`config.mk`:
```
export PLATFORM = sky130hd
export DESIGN_NAME = serial_word_deserializer_flat
export DESIGN_NICKNAME = d
export VERILOG_FILES = /design/src/rtl/serial_word_deserializer_if.sv /design/src/rtl/serial_word_deserializer.sv /design/src/flat_wrapper.sv
export SDC_FILE = /design/constraint.sdc
export NUM_CORES = 1
export LEC_CHECK = 0
export CORE_UTILIZATION = 40
export DETAILED_ROUTE_END_ITERATION = 16
export PLACE_DENSITY = 0.66
export SLEW_MARGIN = 20
export SYNTH_ARGS = -nofsm -noshare
export SYNTH_HDL_FRONTEND = slang
export SYNTH_SLANG_ARGS = --single-unit
```
`constraint.sdc`:
```
create_clock -name i_clk -period 5.03 [get_ports i_clk]
set_input_delay 1.509 -clock i_clk [delete_from_list [all_inputs] [get_ports i_clk]]
set_output_delay 1.509 -clock i_clk [all_outputs]
set_load 0.02 [all_outputs]
```
`src/rtl/serial_word_deserializer_if.sv`:
```
// rtl/serial_word_deserializer_if.sv - serial-in / word-out handshake bundle for serial_word_deserializer
//
// Purpose: groups the serial input side and the parallel output side of the
// deserializer so they can be passed as a single port.
// Signals:
//   bit_in, bit_valid, bit_ready  serial bit handshake (bit_ready driven by the deserializer)
//   frame_clear                   discard the partially collected word
//   data_out, data_valid,         completed word handshake (data_ready driven by the consumer)
//   data_ready
//   bit_count                     bits collected in the current word
// Modports: master = source/consumer side, slave = deserializer side.

interface serial_word_deserializer_if #(
    parameter int width = 8
);
    localparam int cw = $clog2(width);

    logic             bit_in;
    logic             bit_valid;
    logic             bit_ready;
    logic             frame_clear;
    logic [width-1:0] data_out;
    logic             data_valid;
    logic             data_ready;
    logic [cw-1:0]    bit_count;

    modport master (
        output bit_in,
        output bit_valid,
        output frame_clear,
        output data_ready,
        input  bit_ready,
        input  data_out,
        input  data_valid,
        input  bit_count
    );

    modport slave (
        input  bit_in,
        input  bit_valid,
        input  frame_clear,
        input  data_ready,
        output bit_ready,
        output data_out,
        output data_valid,
        output bit_count
    );
endinterface

```
`src/rtl/serial_word_deserializer.sv`:
```
// rtl/serial_word_deserializer.sv - MSB-first serial bit collector producing width-bit words on a registered valid/ready port
//
// Purpose: shifts accepted serial bits into a word; each completed word is
// loaded into a one-deep output register presented with valid/ready.
// Ports:
//   i_clk    system clock, rising edge
//   i_reset  asynchronous, active-high reset
//   bus      serial_word_deserializer_if.slave (bit handshake, frame_clear,
//            word handshake, bit_count)

module serial_word_deserializer #(
    parameter int width = 8
) (
    input  logic                         i_clk,
    input  logic                         i_reset,
    serial_word_deserializer_if.slave    bus
);
    localparam int            cw     = $clog2(width);
    localparam logic [cw-1:0] c_last = cw'(width - 1);
    localparam logic [cw-1:0] c_one  = cw'(1);

    typedef enum logic {
        ST_EMPTY = 1'b0,
        ST_FULL  = 1'b1
    } state_t;

    state_t           r_state;
    state_t           w_state_next;
    logic [width-1:0] r_shift;
    logic [width-1:0] r_data_out;
    logic [cw-1:0]    r_bit_count;

    logic             w_data_valid;
    logic             w_bit_ready;
    logic             w_accept;
    logic             w_last_bit;
    logic             w_complete;
    logic             w_drain;
    logic [width-1:0] w_shift_next;

    assign w_last_bit   = (r_bit_count == c_last);
    assign w_drain      = w_data_valid && bus.data_ready;
    // Only the word-closing bit has to wait for room in the output register;
    // earlier bits land in the shift register, which is independent of it.
    assign w_bit_ready  = !i_reset && !bus.frame_clear &&
                          !(w_last_bit && w_data_valid && !bus.data_ready);
    assign w_accept     = bus.bit_valid && w_bit_ready;
    assign w_complete   = w_accept && w_last_bit;
    assign w_shift_next = {r_shift[width-2:0], bus.bit_in};

    // Output register state
    always_ff @(posedge i_clk or posedge i_reset) begin
        if (i_reset) begin
            r_state <= ST_EMPTY;
        end else begin
            r_state <= w_state_next;
        end
    end

    // A completing word wins over a drain so drain+load leaves no bubble.
    always_comb begin
        w_state_next = r_state;
        if (w_complete) begin
            w_state_next = ST_FULL;
        end else if (w_drain) begin
            w_state_next = ST_EMPTY;
        end
    end

    always_comb begin
        w_data_valid = 1'b0;
        if (r_state == ST_FULL) begin
            w_data_valid = 1'b1;
        end
    end

    // Serial collection and word load
    always_ff @(posedge i_clk or posedge i_reset) begin
        if (i_reset) begin
            r_shift     <= '0;
            r_bit_count <= '0;
            r_data_out  <= '0;
        end else begin
            if (bus.frame_clear) begin
                r_shift     <= '0;
                r_bit_count <= '0;
            end else if (w_accept) begin
                r_shift     <= w_shift_next;
                r_bit_count <= w_last_bit ? '0 : r_bit_count + c_one;
            end
            // data_out is left untouched on drain; it only changes on a new word.
            if (w_complete) begin
                r_data_out <= w_shift_next;
            end
        end
    end

    assign bus.bit_ready  = w_bit_ready;
    assign bus.data_valid = w_data_valid;
    assign bus.data_out   = r_data_out;
    assign bus.bit_count  = r_bit_count;
endmodule

```
`src/flat_wrapper.sv`:
```
// flat-port wrapper written by rule: the top's interface ports become plain ports
module serial_word_deserializer_flat 
#(
    parameter int width = 8
)
  (i_clk, i_reset, bus_bit_in, bus_bit_valid, bus_frame_clear, bus_data_ready, bus_bit_ready, bus_data_out, bus_data_valid, bus_bit_count);
  serial_word_deserializer_if #(.width(width)) bus_i ();
  input  logic i_clk;
  input  logic i_reset;
  input wire logic [$bits(bus_i.bit_in)-1:0] bus_bit_in;
  input wire logic [$bits(bus_i.bit_valid)-1:0] bus_bit_valid;
  input wire logic [$bits(bus_i.frame_clear)-1:0] bus_frame_clear;
  input wire logic [$bits(bus_i.data_ready)-1:0] bus_data_ready;
  output wire logic [$bits(bus_i.bit_ready)-1:0] bus_bit_ready;
  output wire logic [$bits(bus_i.data_out)-1:0] bus_data_out;
  output wire logic [$bits(bus_i.data_valid)-1:0] bus_data_valid;
  output wire logic [$bits(bus_i.bit_count)-1:0] bus_bit_count;
  assign bus_i.bit_in = bus_bit_in;
  assign bus_i.bit_valid = bus_bit_valid;
  assign bus_i.frame_clear = bus_frame_clear;
  assign bus_i.data_ready = bus_data_ready;
  assign bus_bit_ready = bus_i.bit_ready;
  assign bus_data_out = bus_i.data_out;
  assign bus_data_valid = bus_i.data_valid;
  assign bus_bit_count = bus_i.bit_count;
  serial_word_deserializer #(.width(width)) u_core (.i_clk(i_clk), .i_reset(i_reset), .bus(bus_i));
endmodule
```
# Word level (Yosys, flattened, before mapping)
# Index checks and enable logic that the tools add are counted.
[classes]
reduce_logical = 13
n_mux = 8
eq_ne = 1
add_sub_neg = 1
[ops]
columns = ["operator", "n"]
rows = [
  ["$mux W7", 2],
  ["$mux W3", 3],
  ["$logic_and A1 B1 Y1", 7],
  ["$logic_not A1 Y1", 4],
  ["$reduce_bool A2 Y1", 2],
  ["$add A3 B1 Y3 const B", 1],
  ["$eq A3 B3 Y1 const B", 1],
  ["$mux W1", 3],
]
[word_totals]
inputBits = 6
word_cells = 27
regBits = 19

# Depth between registers and ports, before layout
# Gate-level depths: netlist of run 1.
[depth]
depth_word = 8
depth_mapped = 6

# Worst setup path before layout of run 1
# OpenSTA, ideal clock, no wires.
[synth_path]
path_type = "input-to-output"
from = "input port bus_data_ready"
to = "output port bus_bit_ready"
cell_stages = 3
t_arrival_ps = 2296
required_time_ps = 3521
n_path_buf = 1
setup_slack_ps = 1225
path_cell_list = "and3b_1 > clkbuf_1 > nor3_1"
[synth_between]
elab_chain_len = 4
[synth_rtl]
columns = ["element", "line_no", "rtl"]
rows = [
  ["start: declaration", "flat_wrapper.sv:13", "input wire logic [$bits(bus_i.data_ready)-1:0] bus_data_ready;"],
  ["$logic_not A1 Y1", "serial_word_deserializer.sv:46", "!(w_last_bit && w_data_valid && !bus.data_ready);"],
  ["$logic_and A1 B1 Y1", "serial_word_deserializer.sv:46", ""],
  ["$logic_not A1 Y1", "serial_word_deserializer.sv:46", ""],
  ["$logic_and A1 B1 Y1", "serial_word_deserializer.sv:45", "assign w_bit_ready = !i_reset && !bus.frame_clear &&"],
  ["end: declaration", "flat_wrapper.sv:14", "output wire logic [$bits(bus_i.bit_ready)-1:0] bus_bit_ready;"],
]
# No other way between the ends.

# Final worst setup path of run 1
# Same ends and word-level chain as after synthesis.

==> results of run 1 <==
==> metal layers <==
| layer | up-vias | GRT usage | wire (um) |
|---|---|---|---|
| met5 | - | 0 | 0 |
| met4 | 0 | 0.0500 | 12 |
| met3 | 2 | 0.0566 | 116 |
| met2 | 19 | 0.273 | 757 |
| met1 | 320 | 0.234 | 705 |
| li1 | 297 | - | - |
==> cell usage in the layout, fill, tap and decap left out, drive strengths merged <==
cell type,synthesis,final
and3b,1,1
nand3,9,9
or3b,1,1
inv,1,1
nand2,1,1
mux2,8,8
nor3b,1,1
nand2b,1,1
dfrtp,19,19
nand3b,2,2
o31ai,1,1
clkdlybuf4s50,0,18
nor2b,1,1
ha,2,2
nor3,1,1
a21oi,9,9
buf,1,1
o21ai,10,10
clkbuf,2,4
==> cell type report <==
| cell class | instances | area (um2) |
|---|---|---|
| Multi-Input combinational cell | 48 | 348 |
| Clock buffer | 4 | 26.3 |
| Tap cell | 27 | 33.8 |
| Timing Repair Buffer | 19 | 188 |
| Fill cell | 197 | 887 |
| Sequential cell | 19 | 475 |
| Inverter | 1 | 3.75 |
==> final timing paths <==
kind / end / slack (ns) / depth (start not counted) / startpoint
max in group asynchronous: u_core.bus.data_out[0] / 2.85 / 2 / i_reset
max: bus_bit_ready / 0.41 / 4 / bus_data_ready
min reg2reg: u_core.bus.data_out[6] / 0.51 / 1 / u_core.bus.data_out[6]
min: u_core.bus.data_out[6] / 0.51 / 1 / u_core.bus.data_out[6]
max reg2reg: u_core.r_shift[3] / 3.42 / 5 / u_core.bus.bit_count[0]
min in group asynchronous: u_core.bus.data_out[5] / 1.74 / 2 / i_reset
==> sequential cells by signal, summed over array words and instances, names as in the netlist <==
register / flops
u_core.r_shift: 7
u_core.bus.data_out: 8
u_core.r_state: 1
u_core.bus.bit_count: 3
==> kinds of logic (layout without fill, tap and decap cells) <==
family	count (synthesis)	after routing
adder cells (fa/ha/maj)	2	2
flip-flops	19	19
AO/OA/AOI/OAI	20	20
buffers and inverters	4	24
multiplexers	8	8
AND/OR/NAND/NOR	18	18
==> through the flow <==
stage | worst slack [ns] | util | hold slack (ns)
global route | 0.305 | 0.548 | 0.536
finish | 0.410 | 0.548 | 0.513
floorplan | 1.23 | - | 0.474
global placement | 0.477 | 0.534 | 0.491
detailed placement | 0.383 | 0.534 | 0.492
CTS | 0.379 | 0.548 | 0.517
==> worst max-delay path, cell delays in order <==
cell and delay [ns]:
clkdlybuf4s50_1 0.48, and3b_1 0.29, nor3_1 0.20, clkdlybuf4s50_1 0.64
==> power groups by stage <==
stage / logic (W) / clock network [W] / registers (W)
2_1_floorplan: 0.00000867 / 0 / 0.000159
3_3_place_gp: 0.0000192 / 0 / 0.000158
3_5_place_dp: 0.0000195 / 0 / 0.000158
4_1_cts: 0.0000196 / 0.0000790 / 0.000155
5_1_grt: 0.0000214 / 0.0000852 / 0.000155
6_report: 0.0000192 / 0.0000758 / 0.000155
==> results.toml, run 1 <==
[run_status]
outcome = "complete, no violations"

[die]
io_pins = 19
start_util = 0.428
core_um2 = 1960
die-height_um = 47.8
die-area_um2 = 2290
chipWidth_um = 47.8
row_count = 16

[yosys]
synthCells = 71
synth_area_um2 = 840
synthXorXnorAreaFrac = 0
synthArstFlopShare = 1.00
ys_seq_elements = 19
synthTopCellsByArea = "dfrtp_1 (57%), mux2_2 (11%), o21ai_0 (6.0%), a21oi_1 (5.4%), nand3_1 (4.8%)"
synth_top_area_share = 0.566
ys.flop_type = "dfrtp_1"
synth_mux_area_frac = 0.107
synth_compound_area_frac = 0.122
synth_simple_gate_area_frac = 0.155
synth-edff-count = 0
syn_nets = 79
syn_avg_cell_area_um2 = 11.8
synth_fa_ha_area_frac = 0.0298
synth_cell_type_count = 19
yosysWarnings = 0
yosys-top-cells-count = "dfrtp_1 (19), o21ai_0 (10), a21oi_1 (9)"
synth_top_family_by_area = "simple AND/OR/NAND/NOR gates"
synth_area_leader_cell = "dfrtp_1"
synthMostInstantiatedCell = "dfrtp_1"
ys_seq_area_frac = 0.566

[final_layout]
drive_above_1_share = 0.165
final_area_um2 = 1070
syn2layout_area_growth_pct = 28.0
n_antenna_cell = 0
fin_nets = 100
final_cells = 118

[pwr]
power_frac_seq = 0.620
power.switching_w = 0.0000565
leakagePower_nw = 0.474
powerDensity_nw_per_um2 = 232
power_frac_comb = 0.077
intPower_w = 0.000193
vdd_drop_max_mv = 0.174
power_w = 0.000250
clkPwrFrac = 0.303
switching_share = 0.226

[setup_path]
worst-setup-path-type = "in2out"
worstSetupEndpointType = "output pin"
crit_fanout = 11
cp.required_ns = 3.52
start_kind = "input pin"
cp_data_arrival_time_ns = 3.11

[route]
vias = 638
firstDrtPassIters = 4
vias_per_cell = 5.41
wl_per_cell_um = 13.5
drtIter0Drc = 9
detail-route-antenna-nets = 0
drc_errors = 0
postRouteWirelength_mm = 1.59

[clocking]
cts_root_buf = "clkbuf_4"
clock-sinks = 19
cts-htree-levels = 1
cts_setup_buffers = 0
cts_made_buffers = 3
cts_tree = "yes"
cts_resized = 0
cts_hold_buf = 0
clkTransAtPathRegs_ns = 0.11
clock_latency_ns = 0.30
clk_path_buf_depth = 2

[sta]
maxSlewViolCount = 0
min_period_ns = 4.62
fmax_mhz = 216
rsz0062_at_grt = "false"
slew_headroom = 0.537
skew_ns = 0.00797
hold_violations = 0
setup_violations = 0
period_share = 0.919
worst-slew-pin-transition_ns = 0.693
tns_ns = 0

[grt]
antenna_found_initial = 0
grt_pass1_wl_mm = 2.68
gr-total-overflow = 0
grt_max_degree = 20
grtUsageTotal = 0.175
grt_pass1_vias = 584

[placement]
dp.cells = 114
dp.final_hpwl_mm = 1.10
place_area_um2 = 1050
place.gp.congestion = 0.700
port_buffers = 18

[flow_run]
max_cap_viol_count = 0

[worst_hold_path]
hp-class = "reg2reg"
(Power assumes the default switching activity.)
==> inputs of run 2 (changes only) <==
--- a/config.mk
+++ b/config.mk
@@ -5,6 +5,7 @@
 export SDC_FILE = /design/constraint.sdc
 export NUM_CORES = 1
 export LEC_CHECK = 0
+export CORE_MARGIN = 1
 export CORE_UTILIZATION = 40
 export DETAILED_ROUTE_END_ITERATION = 16
 export PLACE_DENSITY = 0.66
@@ -12,3 +13,4 @@
 export SYNTH_ARGS = -nofsm -noshare
 export SYNTH_HDL_FRONTEND = slang
 export SYNTH_SLANG_ARGS = --single-unit
+export TNS_END_PERCENT = 5
==> results of run 2 <==
Final layout, timing and power as in run 1 (identical DEF).
==> inputs of run 3 (changes only) <==
--- a/config.mk
+++ b/config.mk
@@ -6,9 +6,10 @@
 export NUM_CORES = 1
 export LEC_CHECK = 0
 export CORE_MARGIN = 1
-export CORE_UTILIZATION = 40
+export CORE_UTILIZATION = 54
+export CTS_BUF_LIST = sky130_fd_sc_hd__clkbuf_8
 export DETAILED_ROUTE_END_ITERATION = 16
-export PLACE_DENSITY = 0.66
+export PLACE_DENSITY = 0.85
 export SLEW_MARGIN = 20
 export SYNTH_ARGS = -nofsm -noshare
 export SYNTH_HDL_FRONTEND = slang
==> run 3 against run 2 <==
Effect of this change:
- maximum frequency up 0.87%
- non-clock buffer count unchanged
- register-to-register slack worse by 0.10 ns
- die area down 25%
- final cell count down 10%
- worst setup slack better by 0.040 ns
- critical path depth unchanged
- routed wire length up 0.69%
- count of clock-buffer cells in the layout down 1
- highest routed layer unchanged
==> results.toml, run 3 (same netlist as run 1, synthesis figures left out) <==
[run_status]
outcome = "complete, no violations"

[placement]
place.gp.congestion = 0.739
dp.cells = 102
dp.final_hpwl_mm = 1.16
port_buffers = 18

[setup_path]
r2r-start = "u_core.bus.bit_count[0]"
worst-setup-path-type = "in2out"
start_kind = "input pin"
cp-endpoint = "bus_bit_ready"
worstSetupEndpointType = "output pin"
r2r.worst_path.cells = 5
crit_path_start = "bus_data_ready"
cp.required_ns = 3.52
cp_data_arrival_time_ns = 3.07
worst-r2r-setup-slack_ns = 3.32
r2r_end = "u_core.bus.bit_count[0]"
crit_fanout = 11

[sta]
fmax_mhz = 218
min_period_ns = 4.58
setup_violations = 0
hold_violations = 0
rsz0062_at_grt = "false"
maxSlewViolCount = 0
tns_ns = 0
period_share = 0.911
slew_headroom = 0.528
worst-slew-pin-transition_ns = 0.707
skew_ns = 0.000990

[final_layout]
syn2layout_area_growth_pct = 28.5
fin_nets = 100
n_antenna_cell = 0
final_cell_mix = "dfrtp_1 (19), clkdlybuf4s50_1 (18), o21ai_0 (10)"
largest_reg_flops = 8
layout_commonest_cell = "dfrtp_1"
drive_above_1_share = 0.165
final_cells = 106
fin_util = 0.789

[pwr]
power_w = 0.000276
switching_share = 0.214
intPower_w = 0.000217
power_frac_comb = 0.071
leakagePower_nw = 0.485
powerDensity_nw_per_um2 = 256
vdd_drop_max_mv = 0.135
power_frac_seq = 0.561
power.switching_w = 0.0000592
clkPwrFrac = 0.367

[route]
firstDrtPassIters = 4
drtIter0Drc = 21
detail-route-antenna-nets = 0
drc_errors = 0
wl_per_cell_um = 15.1
vias_per_cell = 5.88
vias = 623
postRouteWirelength_mm = 1.60

[grt]
grtUsageTotal = 0.205
gr-total-overflow = 0
grt_pass1_wl_mm = 2.68
antenna_found_initial = 0
grt_pass1_vias = 661
grt_max_degree = 20

[clocking]
cts_tree = "yes"
cts-htree-levels = 1
cts_setup_buffers = 0
cts_root_buf = "clkbuf_8"
cts_hold_buf = 0
clk_path_buf_depth = 2
clock_latency_ns = 0.25
cts_resized = 0
clkTransAtPathRegs_ns = 0.07
cts_made_buffers = 3
clock-sinks = 19

[die]
io_pins = 19
chipWidth_um = 41.4
die-area_um2 = 1720
row_count = 13
core_um2 = 1370
die-height_um = 41.4
start_util = 0.614

[flow_run]
max_cap_viol_count = 0

[worst_hold_path]
hp-class = "reg2reg"
run 3: changes by cell type in the layout (fill, tap and decap cells not counted):
cell,delta
clkbuf_8,+3
clkbuf_1,-1
clkbuf_4,-3
inv_1,+1
run 3: area by class of cell:
class                      count  area (um2)
clock buffer                   3        41.3
clock inverter                 1        3.75
fill                          91         288
inverter                       1        3.75
timing repair buffer          19         188
tap                           15        18.8
sequential                    19         475
multi-input combinational     48         348
run 3: worst max-delay path: stages:
cell	delay, ns
clkdlybuf4s50_1	0.49
and3b_1	0.28
nor3_1	0.16
clkdlybuf4s50_1	0.63
run 3: how the worst min path moves through the flow:
stage | startpoint | endpoint | slack [ns] | cells after the start
after detailed placement | u_core.bus.data_out[0] | u_core.bus.data_out[0] | 0.50 | 1
after global routing | u_core.bus.data_out[4] | u_core.bus.data_out[4] | 0.53 | 1
after CTS | u_core.bus.data_out[4] | u_core.bus.data_out[4] | 0.52 | 1
final | u_core.bus.data_out[4] | u_core.bus.data_out[4] | 0.51 | 1
after floorplan | u_core.r_shift[6] | u_core.bus.data_out[7] | 0.47 | 1
after global placement | u_core.bus.data_out[6] | u_core.bus.data_out[6] | 0.49 | 1
run 3: power groups by stage:
stage / Combinational (W) / Sequential [W] / Clock (W)
CTS: 0.0000198 / 0.000155 / 0.000102
finish: 0.0000197 / 0.000155 / 0.000101
global route: 0.0000215 / 0.000155 / 0.000108
floorplan: 0.00000867 / 0.000159 / 0
detailed placement: 0.0000198 / 0.000158 / 0
global placement: 0.0000190 / 0.000158 / 0
run 3: per-stage QoR:
stage / setup WS, ns / hold WS [ns] / area (um2)
global placement: 0.482 / 0.487 / 1030
floorplan: 1.23 / 0.474 / 840
CTS: 0.453 / 0.518 / 1080
finish: 0.449 / 0.509 / 1080
detailed placement: 0.459 / 0.500 / 1030
global route: 0.356 / 0.535 / 1080
run 3: routing by layer:
metal	vias to the layer above	global-route usage	routed length, um
met1	307	0.246	686
met4	0	0.0774	12
met3	3	0.0565	67
li1	297	-	-
met5	-	0	0
met2	16	0.350	835
==> variant (config.mk and constraints of run 2) <==
`width` is set to 8 in 3 places; all go to 4.
--- a/src/rtl/serial_word_deserializer_if.sv
+++ b/src/rtl/serial_word_deserializer_if.sv
@@ -12,5 +12,5 @@
 
 interface serial_word_deserializer_if #(
-    parameter int width = 8
+    parameter int width = 4
 );
     localparam int cw = $clog2(width);
--- a/src/rtl/serial_word_deserializer.sv
+++ b/src/rtl/serial_word_deserializer.sv
@@ -10,5 +10,5 @@
 
 module serial_word_deserializer #(
-    parameter int width = 8
+    parameter int width = 4
 ) (
     input  logic                         i_clk,
--- a/src/flat_wrapper.sv
+++ b/src/flat_wrapper.sv
@@ -2,5 +2,5 @@
 module serial_word_deserializer_flat 
 #(
-    parameter int width = 8
+    parameter int width = 4
 )
   (i_clk, i_reset, bus_bit_in, bus_bit_valid, bus_frame_clear, bus_data_ready, bus_bit_ready, bus_data_out, bus_data_valid, bus_bit_count);
Ports: changed (resized bus_bit_count and bus_data_out); port bits go from 19 to 14. No check against the original RTL was run, so the function may have changed too.
==> variant against run 2 <==
- via count shrank 52%
- sequential cell count down 9
- total power decreased by 29%
- critical path depth stayed put
- final area decreased by 39%
- worst setup slack better by 140 ps
- routed wire length shrank 51%
- global-route usage fell by 2.6 points
- core utilization rose by 10 points
- critical path type unchanged
- area after synthesis down 44%
==> variant: results (changes against run 2) <==
[cells_and_area]
n_fill_cell=70  ; was 197
nets=58  ; was 100
diodes=0  ; unchanged
layout-drive-gt1-share=0.240  ; was 0.165
largest_register_ffs=4  ; was 8

[global_routing]
grt_pass1_wl_um=1350  ; was 2680 um
grt.total_usage=0.149  ; was 0.175
antenna_found_initial=0  ; unchanged
grt_max_degree=11  ; was 20
grt_pass1_vias=322  ; was 584

[yosys]
yosysWarnings=0  ; unchanged
ys_types=14  ; was 19
synth-edff-count=0  ; unchanged
ys_top_cells_by_count=10 x dfrtp_1, 5 x mux2_2, 4 x and2b_1, 3 x mux2_1, 2 x nand2b_1  ; was 19 x dfrtp_1, 10 x o21ai_0, 9 x a21oi_1, 8 x mux2_2, 8 x nand3_1
synth_flop_cell=dfrtp_1  ; unchanged
synth_fp_nets=40  ; was 79
ys_seq_area_frac=0.533  ; was 0.566
synth-async-reset-ratio=1.00  ; unchanged
synthTopCellsByArea=dfrtp_1 53%, mux2_2 12%, mux2_1 7.2%  ; was dfrtp_1 57%, mux2_2 11%, o21ai_0 6.0%

[critical_path]
cp_top_family=buffers and inverters  ; unchanged
crit_path_top_delay_cell=clkdlybuf4s50_1  ; unchanged
reg2reg_slack_ps=3630  ; was 3420 ps
cp.arrival_ps=2970  ; was 3110 ps
cp-endpoint=bus_bit_ready  ; unchanged
reg2reg_from=u_core.bus.bit_count[0]  ; unchanged
rr_worst_depth=4  ; was 5
path_max_fanout=6  ; was 11
worst_path_largest_cell_delay_ps=590  ; was 640 ps
regToRegEndpoint=u_core.r_shift[2]  ; was u_core.r_shift[3]
critPathLaunch=bus_frame_clear  ; was bus_data_ready

[placed_design]
port_buffers=13  ; was 18
placed_area_um2=616  ; was 1050 um^2
place_ws_ps=545  ; was 383 ps
gp_congestion=0.725  ; was 0.700
dpl.hpwl_um=581  ; was 1100 um

[clocking]
cts_setup_buffers=0  ; unchanged
post_cts_resized=0  ; unchanged
clock_latency_ps=260  ; was 300 ps
clkTransAtPathRegs_ps=70  ; was 110 ps
h-tree-depth=1  ; unchanged
cts-root-buf=clkbuf_4  ; unchanged
clockBufferDepth=2  ; unchanged
cts-buffers-inserted=3  ; unchanged

[pwr]
p_leak_nw=0.326  ; was 0.474 nW
vdd_drop_max_mv=0.163  ; was 0.174 mV

[routing]
first_pass_iters=2  ; was 4
totalWireLength_um=777  ; was 1590 um
drt_iter0_markers=6  ; was 9
vias_per_cell=4.86  ; was 5.41

[timing]
finClkSkew_ps=3.18  ; was 7.97 ps
period_share=0.891  ; was 0.919
relSlewSlack=0.751  ; was 0.537

[run_status]
outcome=completed  ; unchanged

[hold_path]
hold_class=reg -> reg  ; unchanged

## variant: worst min path at each step
stage                                 startpoint                     end  slack, ps  cells after the start
after global routing      u_core.bus.data_out[3]  u_core.bus.data_out[3]        530                      1
after global placement    u_core.bus.data_out[0]  u_core.bus.data_out[0]        480                      1
after floorplan                u_core.r_shift[1]       u_core.r_shift[2]        470                      1
final                     u_core.bus.data_out[0]  u_core.bus.data_out[0]        500                      1
after detailed placement  u_core.bus.data_out[0]  u_core.bus.data_out[0]        490                      1
after CTS                 u_core.bus.data_out[0]  u_core.bus.data_out[0]        510                      1
## variant: logic make-up (layout without fill, tap and decap cells)
family                   Yosys count  after routing  synth area share
multiplexers                       9              9             0.213
buffers and inverters              1             18           0.00799
flip-flops                        10             10             0.533
adder cells (fa/ha/maj)            1              1            0.0267
AND/OR/NAND/NOR                   12             12             0.219
## variant: layout make-up
type,instances,area [um^2],share of cell area
timing repair buffer,13,130,0.200
multi-input combinational,22,215,0.330
tap,13,16.3,0.0250
clock buffer,4,36.3,0.0557
sequential,10,250,0.384
inverter,1,3.75,0.00576
## variant: worst register-to-register path, cell delays in order, from the launching register on
cell and delay (ps):
dfrtp_1 410, ha_1 260, nand3b_1 120, nand3_2 150
mux2_1 340
## variant: routing by layer
layer	global-route usage	up-vias	wire length [um]
li1	-	148	-
met1	0.197	144	379
met2	0.214	12	345
met3	0.0250	2	42
met4	0.115	0	8
met5	0	-	0
## variant: where the power goes
group	total, mW	switching (mW)	internal, mW
clock network	0.0726	0.0287	0.0439
registers	0.0843	0.00166	0.0826
logic	0.0195	0.00903	0.0105
total	0.176	0.0394	0.137
## variant: through the flow
step	std cells	hold slack (ps)	util
floorplan	33	470	-
global placement	59	476	0.613
detailed placement	59	490	0.613
CTS	63	507	0.649
global route	63	532	0.649
finish	63	499	0.649
